### src/rtl/lsu_split_access.sv
// Load/store byte-lane unit: positions store data and byte enables on the
// data bus, splits accesses that straddle a bus word into two beats, and
// extends load results. Illegal requests get a one-cycle error response.
//
// state | meaning
// IDLE  | ready for a request
// BEAT0 | first (or only) bus beat outstanding
// BEAT1 | second beat of a straddling access outstanding
// RESP  | resp_valid pulse with load result
// ERR   | resp_valid + resp_err pulse, no bus activity
module lsu_split_access #(
    parameter int BUS_W       = 32,
    parameter int ADDR_W      = 32,
    parameter int MISALIGN_EN = 1
) (
    input  logic                  clk_i,
    input  logic                  reset_i,
    input  logic                  req_valid_i,
    output logic                  req_ready_o,
    input  logic                  req_we_i,
    input  logic [2:0]            req_funct3_i,
    input  logic [ADDR_W-1:0]     req_addr_i,
    input  logic [31:0]           req_wdata_i,
    output logic                  resp_valid_o,
    output logic [31:0]           resp_rdata_o,
    output logic                  resp_err_o,
    output logic                  mem_req_o,
    output logic                  mem_we_o,
    output logic [ADDR_W-1:0]     mem_addr_o,
    output logic [BUS_W-1:0]      mem_wdata_o,
    output logic [BUS_W/8-1:0]    mem_be_o,
    input  logic                  mem_ack_i,
    input  logic [BUS_W-1:0]      mem_rdata_i
);
    localparam int BUS_B = BUS_W / 8;
    localparam int OFS_W = $clog2(BUS_B);

    typedef enum logic [2:0] {S_IDLE, S_BEAT0, S_BEAT1, S_RESP, S_ERR} state_t;

    state_t               state_q;
    logic                 we_q;
    logic [2:0]           funct3_q;
    logic [OFS_W-1:0]     ofs_q;
    logic                 straddle_q;
    logic [2*BUS_W-1:0]   wwin_q;
    logic [2*BUS_B-1:0]   bwin_q;
    logic [BUS_W-1:0]     lo_q;

    logic [OFS_W-1:0]     req_ofs;
    logic [3:0]           size_b;
    logic [OFS_W+1:0]     ofs_sum;
    logic                 straddle_d;
    logic                 illegal_d;
    logic                 reject_d;
    logic [2*BUS_B-1:0]   bmask;
    logic [2*BUS_B-1:0]   bwin_d;
    logic [2*BUS_W-1:0]   wwin_d;
    logic [2*BUS_W-1:0]   rwin;
    logic [31:0]          rsh;
    logic [31:0]          rdata_d;

    // Decode the incoming request: legality, straddle and lane windows.
    always_comb begin
        req_ofs    = req_addr_i[OFS_W-1:0];
        size_b     = 4'd1 << req_funct3_i[1:0];
        ofs_sum    = {2'b00, req_ofs} + (OFS_W+2)'(size_b);
        straddle_d = ofs_sum > (OFS_W+2)'(BUS_B);
        illegal_d  = (req_funct3_i[1:0] == 2'b11)
                   | (!req_we_i && req_funct3_i[2] && req_funct3_i[1])
                   | (req_we_i && req_funct3_i[2]);
        reject_d   = illegal_d | (straddle_d && (MISALIGN_EN == 0));
        case (req_funct3_i[1:0])
            2'b00:   bmask = (2*BUS_B)'(1);
            2'b01:   bmask = (2*BUS_B)'(3);
            default: bmask = (2*BUS_B)'(15);
        endcase
        bwin_d = bmask << req_ofs;
        wwin_d = {{BUS_W{1'b0}}, BUS_W'(req_wdata_i)} << {req_ofs, 3'b000};
    end

    // Assemble the load result from the beat(s) just completing.
    always_comb begin
        rwin = (state_q == S_BEAT1) ? {mem_rdata_i, lo_q} : {{BUS_W{1'b0}}, mem_rdata_i};
        rsh  = 32'(rwin >> {ofs_q, 3'b000});
        case (funct3_q[1:0])
            2'b00:   rdata_d = funct3_q[2] ? {24'h0, rsh[7:0]}  : {{24{rsh[7]}}, rsh[7:0]};
            2'b01:   rdata_d = funct3_q[2] ? {16'h0, rsh[15:0]} : {{16{rsh[15]}}, rsh[15:0]};
            default: rdata_d = rsh;
        endcase
    end

    // Sequencer with registered handshake, bus and response outputs.
    always_ff @(posedge clk_i) begin
        if (reset_i) begin
            state_q      <= S_IDLE;
            req_ready_o  <= 1'b1;
            resp_valid_o <= 1'b0;
            resp_rdata_o <= '0;
            resp_err_o   <= 1'b0;
            mem_req_o    <= 1'b0;
            mem_we_o     <= 1'b0;
            mem_addr_o   <= '0;
            mem_wdata_o  <= '0;
            mem_be_o     <= '0;
            we_q         <= 1'b0;
            funct3_q     <= '0;
            ofs_q        <= '0;
            straddle_q   <= 1'b0;
            wwin_q       <= '0;
            bwin_q       <= '0;
            lo_q         <= '0;
        end else begin
            case (state_q)
                S_IDLE: begin
                    if (req_valid_i && req_ready_o) begin
                        req_ready_o <= 1'b0;
                        we_q        <= req_we_i;
                        funct3_q    <= req_funct3_i;
                        ofs_q       <= req_ofs;
                        straddle_q  <= straddle_d;
                        wwin_q      <= req_we_i ? wwin_d : '0;
                        bwin_q      <= bwin_d;
                        if (reject_d) begin
                            state_q      <= S_ERR;
                            resp_valid_o <= 1'b1;
                            resp_err_o   <= 1'b1;
                            resp_rdata_o <= '0;
                        end else begin
                            state_q     <= S_BEAT0;
                            mem_req_o   <= 1'b1;
                            mem_we_o    <= req_we_i;
                            mem_addr_o  <= {req_addr_i[ADDR_W-1:OFS_W], {OFS_W{1'b0}}};
                            mem_wdata_o <= req_we_i ? wwin_d[BUS_W-1:0] : '0;
                            mem_be_o    <= req_we_i ? bwin_d[BUS_B-1:0] : '1;
                        end
                    end
                end
                S_BEAT0: begin
                    if (mem_ack_i) begin
                        lo_q <= mem_rdata_i;
                        if (straddle_q) begin
                            state_q     <= S_BEAT1;
                            mem_addr_o  <= mem_addr_o + ADDR_W'(BUS_B);
                            mem_wdata_o <= wwin_q[2*BUS_W-1:BUS_W];
                            mem_be_o    <= we_q ? bwin_q[2*BUS_B-1:BUS_B] : '1;
                        end else begin
                            state_q      <= S_RESP;
                            mem_req_o    <= 1'b0;
                            mem_we_o     <= 1'b0;
                            mem_addr_o   <= '0;
                            mem_wdata_o  <= '0;
                            mem_be_o     <= '0;
                            resp_valid_o <= 1'b1;
                            resp_rdata_o <= we_q ? 32'h0 : rdata_d;
                        end
                    end
                end
                S_BEAT1: begin
                    if (mem_ack_i) begin
                        state_q      <= S_RESP;
                        mem_req_o    <= 1'b0;
                        mem_we_o     <= 1'b0;
                        mem_addr_o   <= '0;
                        mem_wdata_o  <= '0;
                        mem_be_o     <= '0;
                        resp_valid_o <= 1'b1;
                        resp_rdata_o <= we_q ? 32'h0 : rdata_d;
                    end
                end
                S_RESP, S_ERR: begin
                    state_q      <= S_IDLE;
                    resp_valid_o <= 1'b0;
                    resp_err_o   <= 1'b0;
                    resp_rdata_o <= '0;
                    req_ready_o  <= 1'b1;
                end
                default: begin
                    state_q     <= S_IDLE;
                    req_ready_o <= 1'b1;
                end
            endcase
        end
    end
endmodule

### config.mk
export PLATFORM = sky130hd
export DESIGN_NAME = lsu_split_access
export DESIGN_NICKNAME = d
export VERILOG_FILES = /design/src/rtl/lsu_split_access.sv
export SDC_FILE = /design/constraint.sdc
export NUM_CORES = 1
export LEC_CHECK = 0
export CAP_MARGIN = 20
export CORE_AREA = 3 3 182 184
export CTS_BUF_LIST = sky130_fd_sc_hd__clkbuf_4
export DETAILED_ROUTE_END_ITERATION = 16
export DIE_AREA = 0 0 185 187
export PLACE_DENSITY_LB_ADDON = 0.05
export REMOVE_ABC_BUFFERS = 1
export SLEW_MARGIN = 20
export SYNTH_ARGS = -nofsm -noshare
export SYNTH_HDL_FRONTEND = slang
export SYNTH_SLANG_ARGS = --single-unit
export TNS_END_PERCENT = 30
### constraint.sdc
create_clock -name clk_i -period 6.3 [get_ports clk_i]
set_input_delay 1.26 -clock clk_i [delete_from_list [all_inputs] [get_ports clk_i]]
set_output_delay 1.26 -clock clk_i [all_outputs]
set_load 0.05 [all_outputs]
==> results.txt, run 1 <==
----------------------------------------------------
[Detailed routing]
  Pre-antenna DRT Iters ... 5
  Number of remaining DRC errors ... 0
  Initial DRC count ... 598
  Average routed wire per standard cell ... 20.30 um
  Ratio of routed vias to standard cells ... around 5.5
  Routed vias ... 9544
  Post-route antenna net violation count ... 0
  DRT Wirelength ... between 30 and 40 mm

[Die]
  Core ar. ... 31560 um2
  Number of top-level design ports ... 209
  Die extent in x ... ~190 um
  Initial standard-cell utilization of the core ... 30.11%
  Num rows ... 65
  Height of the chip ... 187 um
  Die area ... roughly 35000 um2

[GRT]
  Gr usage total ... 20.16%
  Pin count of the biggest net entering global routing ... 82
  Via count of the first global-routing pass ... roughly 9400
  Global-route wire length before repair ... 55.37 mm
  Remaining global-route overflow ... 0
  Antenna violations before repair ... 2

[Finish]
  Fin cells ... about 1700
  Ratio of cells with drive above 1 in the final layout ... 7.784%
  Register cell area after layout ... 3445 um2
  Growth of design area from synthesis to finish ... 27.02%
  Final instance area ... between 10000 and 15000 um2
  # nets final ... 1431
  Filler cells ... 3304
  Area of the multi-input gates ... ~5500 um2
  Layout Utilization ... 38.24%

[Critical path]
  Cell count of the worst reg-to-reg path ... 7
  WP data required ... 6.82 ns
  Worst reg2reg path endpoint ... mem_wdata_o[24]
  Worst Setup Path Type ... in2reg
  Worst setup SP type ... primary input
  Crit Path Max Fanout ... 42
  Reg2Reg Launch Point ... state_q[0]
  Setup slack on the worst flop-to-flop path ... 2.96 ns
  Arrival @ worst endpoint ... 4.31 ns
  Category of the worst setup path capture point ... flop

[Synth]
  Cell area after synthesis ... 9500 um2
  Cell count after synthesis ... 1190
  Total number of yosys warnings ... 0
  Mean instance size in the synthesized netlist ... 7.983 um2
  Number of enable flip-flop cells after synthesis ... 0
  Top_reg_cell synth ... sky130_fd_sc_hd__dfxtp_1
  Register area share after synthesis ... 36.24%
  Seq cells post-synth ... 172
  Number of distinct library cell variants in the gate-level netlist after synthesis ... 72
  Ys async rst share ... 0%

[Clocking]
  CTS Hold Buffers Added ... 0
  Number of H-tree levels ... 4
  CTS tree ... done
  # Post-CTS Setup Buffers ... 0
  Num CTS Buffers ... 17
  Latest clock arrival within the worst-skew pair ... 0.59 ns
  Buffer type at the clock tree root ... sky130_fd_sc_hd__clkbuf_4
  CTS clock-pin slew for the worst setup and hold paths ... 0.17 ns
  Post-CTS resize count ... 0
  TritonCTS sink count ... roughly 170
  Deepest clock path buffer count ... 2

[Placed design]
  Estimated wirelength of the detail-placed design ... approximately 23 mm
  Weighted congestion reported at the end of routability-driven placement ... slightly above 0.8
  Instance area at placement ... 11780 um2
  Buffers added on ports ... 206
  Placement Setup Slack ... ~1.8 ns
  Placed cells ... 1706

[Pwr]
  Power consumption ... about 3.4 mW
  Pwr dens ... 278.0 nW/um2
  Static leakage power ... 4.273 nW
  Peak supply drop ... 0.1256 mV

[Timing]
  Final clock skew ... 0.02201 ns
  Final-report hold violation count ... 0
  Share of the cycle needed by the critical path after routing ... between 60% and 70%
  Setup total negative slack ... 0 ns
  Fmax achieved ... 263.7 MHz
  Post-route worst hold slack ... 0.4621 ns
  Transition at the pin with the smallest max-transition slack ... 0.9744 ns
  Final worst slack ... approximately 2.5 ns
  Max transition margin ... 35.04%
  Final setup violation count ... 0
  Unrepaired setup endpoints after global routing ... no
  Max-slew violation total from the final report ... 0
  Final Critical Period ... 3.792 ns

[Worst hold path]
  Path type of the worst min-delay path ... reg2reg
  Startpoint of the worst hold path ... bwin_q[5]
  End point of the most critical hold path ... bwin_q[5]
  Hold Path Cell Cnt ... 2

[Run]
  Maxcap violations ... 0

[Outcome]
  Result of the run ... finished clean

----------------------------------------------------
## routing by layer
metal	GRT usage, %	wire length (um)	vias up
met3	3.851	1904	12
met4	3.203	195	0
met5	0	0	-
met2	32.55	16570	268
met1	28.48	16640	4618
li1	-	-	4646
## final cells by class
type                    instances  area share, %
clock inverters                15          1.296
well taps                     402          4.168
repair buffers                229          18.46
clock buffers                  17          1.058
diodes                          1        0.02074
multi-input cells             887          45.96
flip-flops and latches        172          28.54
inverters                      16         0.4977
## synth_stat cells (all sizes together), types with 8 or more instances
master     n  area, um2
a211o      8      70.07
a211oi    22      170.2
a21oi    121      605.6
a221o     14      140.1
a221oi    23      201.4
a22o      10      87.58
a22oi      8      60.06
a2bb2oi   10      87.58
a31oi     14      87.58
and2       9      56.30
buf       25      145.1
clkbuf    91      341.6
dfxtp    172       3443
inv       14      52.55
mux2      14      157.7
mux2i     53      530.5
mux4      15      337.8
nand2    176      660.6
nand2b    13      81.33
nand3     52      260.3
nand4     22      137.6
nor2      90      337.8
nor3      59      295.3
o21a       9      67.56
o21ai     45      225.2
## power breakdown
part / switching [mW] / internal [mW] / total [mW]
Sequential: 0.131 / 1.21 / 1.34
Clock: 0.471 / 0.211 / 0.682
Combinational: 0.864 / 0.472 / 1.34
## worst max-delay path: stages
cell and delay [ns]:
sky130_fd_sc_hd__clkdlybuf4s50_1 0.66, sky130_fd_sc_hd__o21ai_0 0.45, sky130_fd_sc_hd__a2111o_1 0.41, sky130_fd_sc_hd__and2_2 0.84
sky130_fd_sc_hd__buf_4 0.36, sky130_fd_sc_hd__nand4_1 0.10, sky130_fd_sc_hd__a21oi_1 0.18
## cell usage in the layout (no fill, tap or decap), types with 9 or more instances in the layout
| cell type | Yosys | layout |
|---|---|---|
| sky130_fd_sc_hd__clkbuf_4 | 0 | 17 |
| sky130_fd_sc_hd__mux4_2 | 15 | 15 |
| sky130_fd_sc_hd__nor3_1 | 59 | 58 |
| sky130_fd_sc_hd__a2bb2oi_1 | 10 | 10 |
| sky130_fd_sc_hd__a221o_1 | 14 | 14 |
| sky130_fd_sc_hd__inv_1 | 13 | 13 |
| sky130_fd_sc_hd__buf_4 | 3 | 24 |
| sky130_fd_sc_hd__a21oi_1 | 121 | 121 |
| sky130_fd_sc_hd__a221oi_1 | 23 | 23 |
| sky130_fd_sc_hd__nand2b_1 | 13 | 13 |
| sky130_fd_sc_hd__nand3_1 | 52 | 52 |
| sky130_fd_sc_hd__nand4_1 | 22 | 22 |
| sky130_fd_sc_hd__dfxtp_1 | 172 | 171 |
| sky130_fd_sc_hd__o21a_1 | 9 | 9 |
| sky130_fd_sc_hd__a22o_1 | 10 | 10 |
| sky130_fd_sc_hd__mux2_2 | 14 | 14 |
| sky130_fd_sc_hd__mux2i_1 | 53 | 53 |
| sky130_fd_sc_hd__a211oi_1 | 21 | 21 |
| sky130_fd_sc_hd__nor2_1 | 90 | 89 |
| sky130_fd_sc_hd__nand2_1 | 176 | 175 |
| sky130_fd_sc_hd__o21ai_0 | 44 | 44 |
| sky130_fd_sc_hd__a31oi_1 | 14 | 13 |
| sky130_fd_sc_hd__clkdlybuf4s50_1 | 0 | 204 |
## state kept, by name, indices dropped and copies added, names as in the netlist
signal and count:
mem_wdata_o 32, we_q 1, resp_rdata_o 32, mem_req_o 1
bwin_q 3, mem_we_o 1, state_q 3, resp_err_o 1
mem_addr_o 30, req_ready_o 1, ofs_q 2, funct3_q 3
wwin_q 24, resp_valid_o 1, straddle_q 1, mem_be_o 4
lo_q 32
## cell families (layout without fill, tap and decap cells)
| family | after synthesis | count (layout) | synth area share [%] |
|---|---|---|---|
| xor gates and xnor gates | 3 | 3 | 0.2766 |
| and+or+nand+nor | 457 | 457 | 22.14 |
| DFF | 172 | 172 | 36.24 |
| other | 1 | 3 | 0.03947 |
| muxes | 82 | 82 | 10.80 |
| adders and majority gates | 4 | 4 | 0.6059 |
| buffers and inverters | 132 | 277 | 5.755 |
| AOI/OAI and AO/OA | 339 | 339 | 24.14 |
## worst max-delay path by stage
stage,startpoint,end,slack [ns],depth (start not counted)
finish,req_we_i,mem_wdata_o[24],2.51,7
global route,req_we_i,mem_wdata_o[24],2.24,7
global placement,req_we_i,mem_wdata_o[26],1.95,7
floorplan,state_q[0],mem_addr_o[21],1.35,5
detailed placement,req_we_i,mem_wdata_o[24],1.84,7
CTS,req_we_i,mem_wdata_o[24],2.52,7
No activity file was read; power rests on OpenSTA's default activity.
==> run 2, diff against run 1 <==
Clock period 6.3 ns to 3.6 ns, I/O delays scaled along.
==> run 2 against run 1 <==
Flip-flop and latch count unchanged. Combinational power is 78% higher. First-iteration DRC count down 5.7%. Utilization up 0.48 points. Final cell count increased by 1.0%. Design area is 1.3% higher. Count of clock-buffer cells in the layout unchanged. Worst hold slack worse by 0.0030 ns. Clock skew up 0.0099 ns. Largest power group is now combinational logic.
==> results.txt, run 2 (synthesized netlist as in run 1, its figures left out) <==
----------------------------------------------------
[Finish]
  Final instance area ... 12220 um2 (+1.3%)
  Commonest non-fill, non-tap cells in the layout ... sky130_fd_sc_hd__clkdlybuf4s50_1 (204), sky130_fd_sc_hd__nand2_1 (175), sky130_fd_sc_hd__dfxtp_1 (171), sky130_fd_sc_hd__a21oi_1 (121), sky130_fd_sc_hd__nor2_1 (89)
  Layout Utilization ... 38.73% (+0.48 points)
  Ratio of cells with drive above 1 in the final layout ... 8.863% (+1.1 points)
  Most frequent standard cell in the layout excluding fill and tap cells ... sky130_fd_sc_hd__clkdlybuf4s50_1
  # nets final ... 1449 (+1.3%)
  Fin cells ... 1757 (+1.0%)
  Largest registers in the final layout ... lo_q: 32 flops, mem_wdata_o: 32 flops, resp_rdata_o: 32 flops
  Growth of design area from synthesis to finish ... 28.63%

[Timing]
  Setup total negative slack ... 0 ns (unchanged)
  Final-report hold violation count ... 0 (unchanged)
  Unrepaired setup endpoints after global routing ... no
  Final clock skew ... 0.03187 ns (+0.009865 ns)
  Final Critical Period ... about 2.8 ns
  Max-slew violation total from the final report ... 0 (unchanged)
  Final worst slack ... 0.7751 ns (-1.733 ns)
  Fmax achieved ... around 350 MHz
  Final setup violation count ... 0 (unchanged)
  Share of the cycle needed by the critical path after routing ... between 70% and 80%
  Max transition margin ... 37.65% (+2.6 points)
  Transition at the pin with the smallest max-transition slack ... 0.9333 ns (-0.04109 ns)
  Post-route worst hold slack ... 0.4591 ns (-0.003001 ns)

[Worst hold path]
  End point of the most critical hold path ... resp_rdata_o[15]
  Startpoint of the worst hold path ... resp_rdata_o[15]
  Path type of the worst min-delay path ... reg2reg
  Hold Path Cell Cnt ... 2 (unchanged)

[Critical path]
  Largest stage delay on the critical path ... 0.91 ns (+0.07 ns)
  Cells traversed along the worst timing path ... clkdlybuf4s50_1
  Critical path buffer and inverter count ... 1 (-1)
  Critical path's slowest cell ... sky130_fd_sc_hd__clkdlybuf4s50_1
  Category of the worst setup path capture point ... primary output
  Arrival @ worst endpoint ... 2.10 ns (-2.21 ns)
  Worst reg2reg path endpoint ... resp_rdata_o[15]
  Cell count of the worst reg-to-reg path ... 5 (-2)
  Dominant delay contributor by cell family on the critical path ... buffers and inverters
  Reg2Reg Launch Point ... state_q[1]
  Setup slack on the worst flop-to-flop path ... 0.78 ns (-2.18 ns)
  Worst Setup Path Type ... reg2out
  WP data required ... 2.88 ns (-3.94 ns)
  Worst setup SP type ... flop
  Crit Path Max Fanout ... 11 (-74%)

[Clocking]
  Latest clock arrival within the worst-skew pair ... 0.58 ns (about the same)
  CTS clock-pin slew for the worst setup and hold paths ... 0.15 ns (-0.02 ns)
  # Post-CTS Setup Buffers ... 0 (unchanged)
  Deepest clock path buffer count ... 2 (unchanged)
  TritonCTS sink count ... 172 (unchanged)
  Number of H-tree levels ... 4 (unchanged)
  Num CTS Buffers ... 17 (unchanged)
  CTS Hold Buffers Added ... 0 (unchanged)
  Post-CTS resize count ... 0 (unchanged)
  CTS tree ... done
  Buffer type at the clock tree root ... sky130_fd_sc_hd__clkbuf_4

[Pwr]
  Power consumption ... 5.821 mW (+73%)
  Pwr dens ... 476.4 nW/um2 (+71%)
  Static leakage power ... 4.384 nW (+2.6%)
  Peak supply drop ... 0.2365 mV (+88%)

[GRT]
  Gr usage total ... 19.68% (-0.48 points)
  Remaining global-route overflow ... 0 (unchanged)
  Pin count of the biggest net entering global routing ... 106 (+29%)
  Via count of the first global-routing pass ... 9258 (-1.4%)
  Antenna violations before repair ... 2 (unchanged)
  Global-route wire length before repair ... 54.28 mm (-2.0%)

[Detailed routing]
  Number of remaining DRC errors ... 0 (unchanged)
  Initial DRC count ... 564 (-5.7%)
  Average routed wire per standard cell ... 19.78 um (-2.6%)
  Pre-antenna DRT Iters ... 6 (+1)
  Post-route antenna net violation count ... 0 (unchanged)
  Routed vias ... 9566 (+0.23%)
  Ratio of routed vias to standard cells ... 5.445 (-0.80%)
  DRT Wirelength ... 34.76 mm (-1.6%)

[Die]
  Number of top-level design ports ... 209 (unchanged)
  Die area ... 34600 um2 (unchanged)
  Initial standard-cell utilization of the core ... 30.11% (unchanged)
  Height of the chip ... 187 um (unchanged)
  Die extent in x ... 185 um (unchanged)
  Core ar. ... 31560 um2 (unchanged)
  Num rows ... 65 (unchanged)

[Placed design]
  Buffers added on ports ... 206 (unchanged)
  Instance area at placement ... 11970 um2 (+1.6%)
  Placement Setup Slack ... 0.3707 ns (-1.470 ns)
  Placed cells ... 1724 (+1.1%)
  Estimated wirelength of the detail-placed design ... 23.24 mm (+0.73%)
  Weighted congestion reported at the end of routability-driven placement ... 0.8167 (-1.2%)

[Run]
  Maxcap violations ... 0 (unchanged)

[Outcome]
  Result of the run ... finished clean

----------------------------------------------------
[run 2: per-layer routing]
layer	wire length [um]	global-route usage [%]	part of all wire [%]	up-vias
li1	-	-	-	4675
met4	286	3.405	0.82	2
met2	16070	31.58	46	246
met1	16710	27.98	48	4624
met3	1670	3.520	4.8	19
met5	15	0	0.043	-
[run 2: layout make-up]
type	count	area, um2
inverters	16	60.06
multi-input cells	887	5547
well taps	402	503.0
diodes	1	2.502
clock buffers	17	127.6
flip-flops and latches	172	3445
repair buffers	247	2412
clock inverters	15	123.9
fillers	3302	19330
[run 2: how the worst max path moves through the flow]
stage / from / endpoint / depth (start not counted)
after floorplan: state_q[0] / mem_addr_o[21] / 5
after global placement: req_funct3_i[1] / mem_addr_o[16] / 7
after detailed placement: req_funct3_i[1] / mem_addr_o[13] / 7
after CTS: mem_addr_o[6] / mem_addr_o[6] / 1
after global routing: state_q[1] / resp_rdata_o[12] / 6
final: mem_addr_o[6] / mem_addr_o[6] / 1
[run 2: where the power goes]
part	leakage [nW]	internal [mW]	total, mW	switching (mW)
logic	2.84	0.872	2.39	1.52
clock network	0.145	0.343	1.09	0.749
registers	1.40	2.11	2.33	0.225
==> run 3, diff against run 2 <==
Clock period 3.6 ns to 2.95 ns, I/O delays scaled along.
==> run 3 against run 2 <==
Worst setup slack got worse by 0.57 ns. First-iteration DRC count fell by 15%. Via count rose by 1.3%. Largest cell class unchanged.
==> results.txt, run 3 (synthesized netlist as in run 1, its figures left out) <==
----------------------------------------------------
[Finish]
  Commonest non-fill, non-tap cells in the layout ... sky130_fd_sc_hd__clkdlybuf4s50_1 (204), sky130_fd_sc_hd__nand2_1 (175), sky130_fd_sc_hd__dfxtp_1 (171), sky130_fd_sc_hd__a21oi_1 (121), sky130_fd_sc_hd__nor2_1 (89)
  # nets final ... 1467 (+1.2%)
  Layout Utilization ... 39.45% (+0.72 points)
  Growth of design area from synthesis to finish ... 31.03%
  Register cell area after layout ... 3445 um2 (unchanged)
  Area of the multi-input gates ... 5547 um2 (unchanged)
  Filler cells ... 3299 (-0.091%)
  Most frequent standard cell in the layout excluding fill and tap cells ... sky130_fd_sc_hd__clkdlybuf4s50_1
  Ratio of cells with drive above 1 in the final layout ... 10.20% (+1.3 points)
  Final instance area ... 12450 um2 (+1.9%)
  Largest registers in the final layout ... lo_q: 32 flops, mem_wdata_o: 32 flops, resp_rdata_o: 32 flops

[Clocking]
  Number of H-tree levels ... 4 (unchanged)
  Latest clock arrival within the worst-skew pair ... 0.57 ns (about the same)
  Post-CTS resize count ... 0 (unchanged)
  Num CTS Buffers ... 17 (unchanged)
  # Post-CTS Setup Buffers ... 0 (unchanged)
  CTS Hold Buffers Added ... 0 (unchanged)
  TritonCTS sink count ... 172 (unchanged)
  Deepest clock path buffer count ... 2 (unchanged)
  CTS clock-pin slew for the worst setup and hold paths ... 0.17 ns (+0.02 ns)
  Buffer type at the clock tree root ... sky130_fd_sc_hd__clkbuf_4
  CTS tree ... done

[Die]
  Initial standard-cell utilization of the core ... 30.11% (unchanged)
  Num rows ... 65 (unchanged)
  Height of the chip ... 187 um (unchanged)
  Die extent in x ... 185 um (unchanged)
  Number of top-level design ports ... 209 (unchanged)
  Core ar. ... 31560 um2 (unchanged)
  Die area ... 34600 um2 (unchanged)

[Detailed routing]
  Initial DRC count ... 479 (-15%)
  Pre-antenna DRT Iters ... 6 (unchanged)
  Routed length on met1 ... 16.46 mm (-1.5%)
  DRT Wirelength ... 34.65 mm (-0.30%)
  Ratio of routed vias to standard cells ... 5.458 (+0.25%)
  Number of remaining DRC errors ... 0 (unchanged)
  Detail Route met3 WL ... 1.635 mm (-2.1%)
  Top Layer Used ... met5
  Post-route antenna net violation count ... 0 (unchanged)
  Average routed wire per standard cell ... 19.52 um (-1.3%)
  Met2 wire length ... 16.15 mm (+0.51%)
  Routed vias ... 9688 (+1.3%)

[Pwr]
  Peak supply drop ... 0.2955 mV (+25%)
  Clock network power share ... 20.1% (+1.3 points)
  Static leakage power ... 4.509 nW (+2.8%)
  Internal Power ... 4.177 mW (+26%)
  Relative contribution of sequential cells to total power ... 38.6% (-1.5 points)
  Pwr dens ... 588.1 nW/um2 (+23%)
  Combinational share of power ... 41.3% (+0.2 points)
  Net switching fraction of the power ... 42.95% (+0.053 points)
  Sw power ... 3.144 mW (+26%)

[Placed design]
  Weighted congestion reported at the end of routability-driven placement ... 0.8357 (+2.3%)
  Instance area at placement ... 12150 um2 (+1.5%)
  Estimated wirelength of the detail-placed design ... 23.76 mm (+2.2%)
  Buffers added on ports ... 206 (unchanged)

[Critical path]
  Worst setup SP type ... flop
  WP data required ... 3.45 ns (+0.57 ns)
  Cells traversed along the worst timing path ... buf_4 -> xnor2_1 -> o21ai_1 -> nor3_1 -> buf_4 -> a221oi_1 -> nor3_1
  Capturing instance or port of the critical path ... mem_wdata_o[3]
  Crit Path Max Fanout ... 10 (-1)
  Reg2Reg Launch Point ... state_q[0]
  Category of the worst setup path capture point ... flop
  Critical path's slowest cell ... sky130_fd_sc_hd__nor3_1
  Cell count of the worst reg-to-reg path ... 7 (+2)
  Largest stage delay on the critical path ... 0.74 ns (-0.17 ns)
  Setup slack on the worst flop-to-flop path ... 0.20 ns (-0.57 ns)
  Arrival @ worst endpoint ... 3.25 ns (+1.15 ns)
  Worst Setup Path Type ... reg2reg
  Worst reg2reg path endpoint ... mem_wdata_o[3]
  Worst setup path start ... state_q[0]

[Timing]
  Final Critical Period ... 2.745 ns
  Final-report hold violation count ... 0 (unchanged)
  Fmax achieved ... 364.3 MHz
  Max-slew violation total from the final report ... 0 (unchanged)
  Share of the cycle needed by the critical path after routing ... around 93%
  Final setup violation count ... 0 (unchanged)
  Transition at the pin with the smallest max-transition slack ... 0.9294 ns (-0.003907 ns)
  Unrepaired setup endpoints after global routing ... no
  Max transition margin ... 37.56% (-0.088 points)
  Final clock skew ... 0.03961 ns (+0.007734 ns)

[GRT]
  Global-route wire length before repair ... 54.57 mm (+0.53%)
  Via count of the first global-routing pass ... 9413 (+1.7%)
  Gr usage total ... 19.69% (about the same)
  Pin count of the biggest net entering global routing ... 139 (+31%)
  Antenna violations before repair ... 3 (+1)
  Remaining global-route overflow ... 0 (unchanged)

[Outcome]
  Result of the run ... finished clean

[Run]
  Maxcap violations ... 0 (unchanged)

[Worst hold path]
  Path type of the worst min-delay path ... reg2reg

----------------------------------------------------
## run 3: critical path, delay by kind of cell (launching register included)
kind	cells	cell delay [ns]
and+or+nand+nor	2	0.91
xor gates and xnor gates	1	0.59
AOI/OAI and AO/OA	2	0.25
DFF	1	0.44
buffers and inverters	2	0.48
## run 3: area by class of cell
class	instances	area share [%]
multi-input cells	887	44.56
flip-flops and latches	172	27.67
repair buffers	265	20.87
well taps	402	4.041
clock inverters	15	1.337
clock buffers	17	1.025
inverters	16	0.4825
diodes	1	0.02010
## run 3: metrics by stage
step	TNS (ns)	setup slack [ns]	cells	hold slack, ns	total power, mW
2_1_floorplan	-78.62	-1.999	1075	0.4252	4.620
3_3_place_gp	0	0.1513	1742	0.4324	5.910
3_5_place_dp	0	0.07666	1742	0.4421	5.917
4_1_cts	0	0.1769	1774	0.4565	7.432
5_1_grt	0	0.01429	1775	0.4538	7.764
6_report	0	0.2048	1775	0.4640	7.321
## run 3: how the worst min path moves through the flow
stage	from	to	depth (start not counted)
after floorplan	bwin_q[5]	bwin_q[5]	2
after global placement	resp_rdata_o[6]	resp_rdata_o[6]	2
after detailed placement	resp_rdata_o[6]	resp_rdata_o[6]	2
after CTS	req_addr_i[0]	ofs_q[0]	3
after global routing	req_addr_i[0]	ofs_q[0]	3
final	bwin_q[5]	bwin_q[5]	2
## run 3: power by group through the flow
stage	combinational, mW	clock (mW)	sequential [mW]
finish	3.02	1.47	2.82
global route	3.26	1.64	2.87
CTS	3.05	1.55	2.83
detailed placement	3.04	0	2.88
global placement	3.03	0	2.88
floorplan	1.11	0	3.51
## run 3: layer usage
| layer | vias to the layer above | track usage [%] |
|---|---|---|
| met2 | 236 | 31.47 |
| met3 | 28 | 3.617 |
| met1 | 4710 | 27.89 |
| met5 | - | 0 |
| met4 | 2 | 3.810 |
| li1 | 4712 | - |
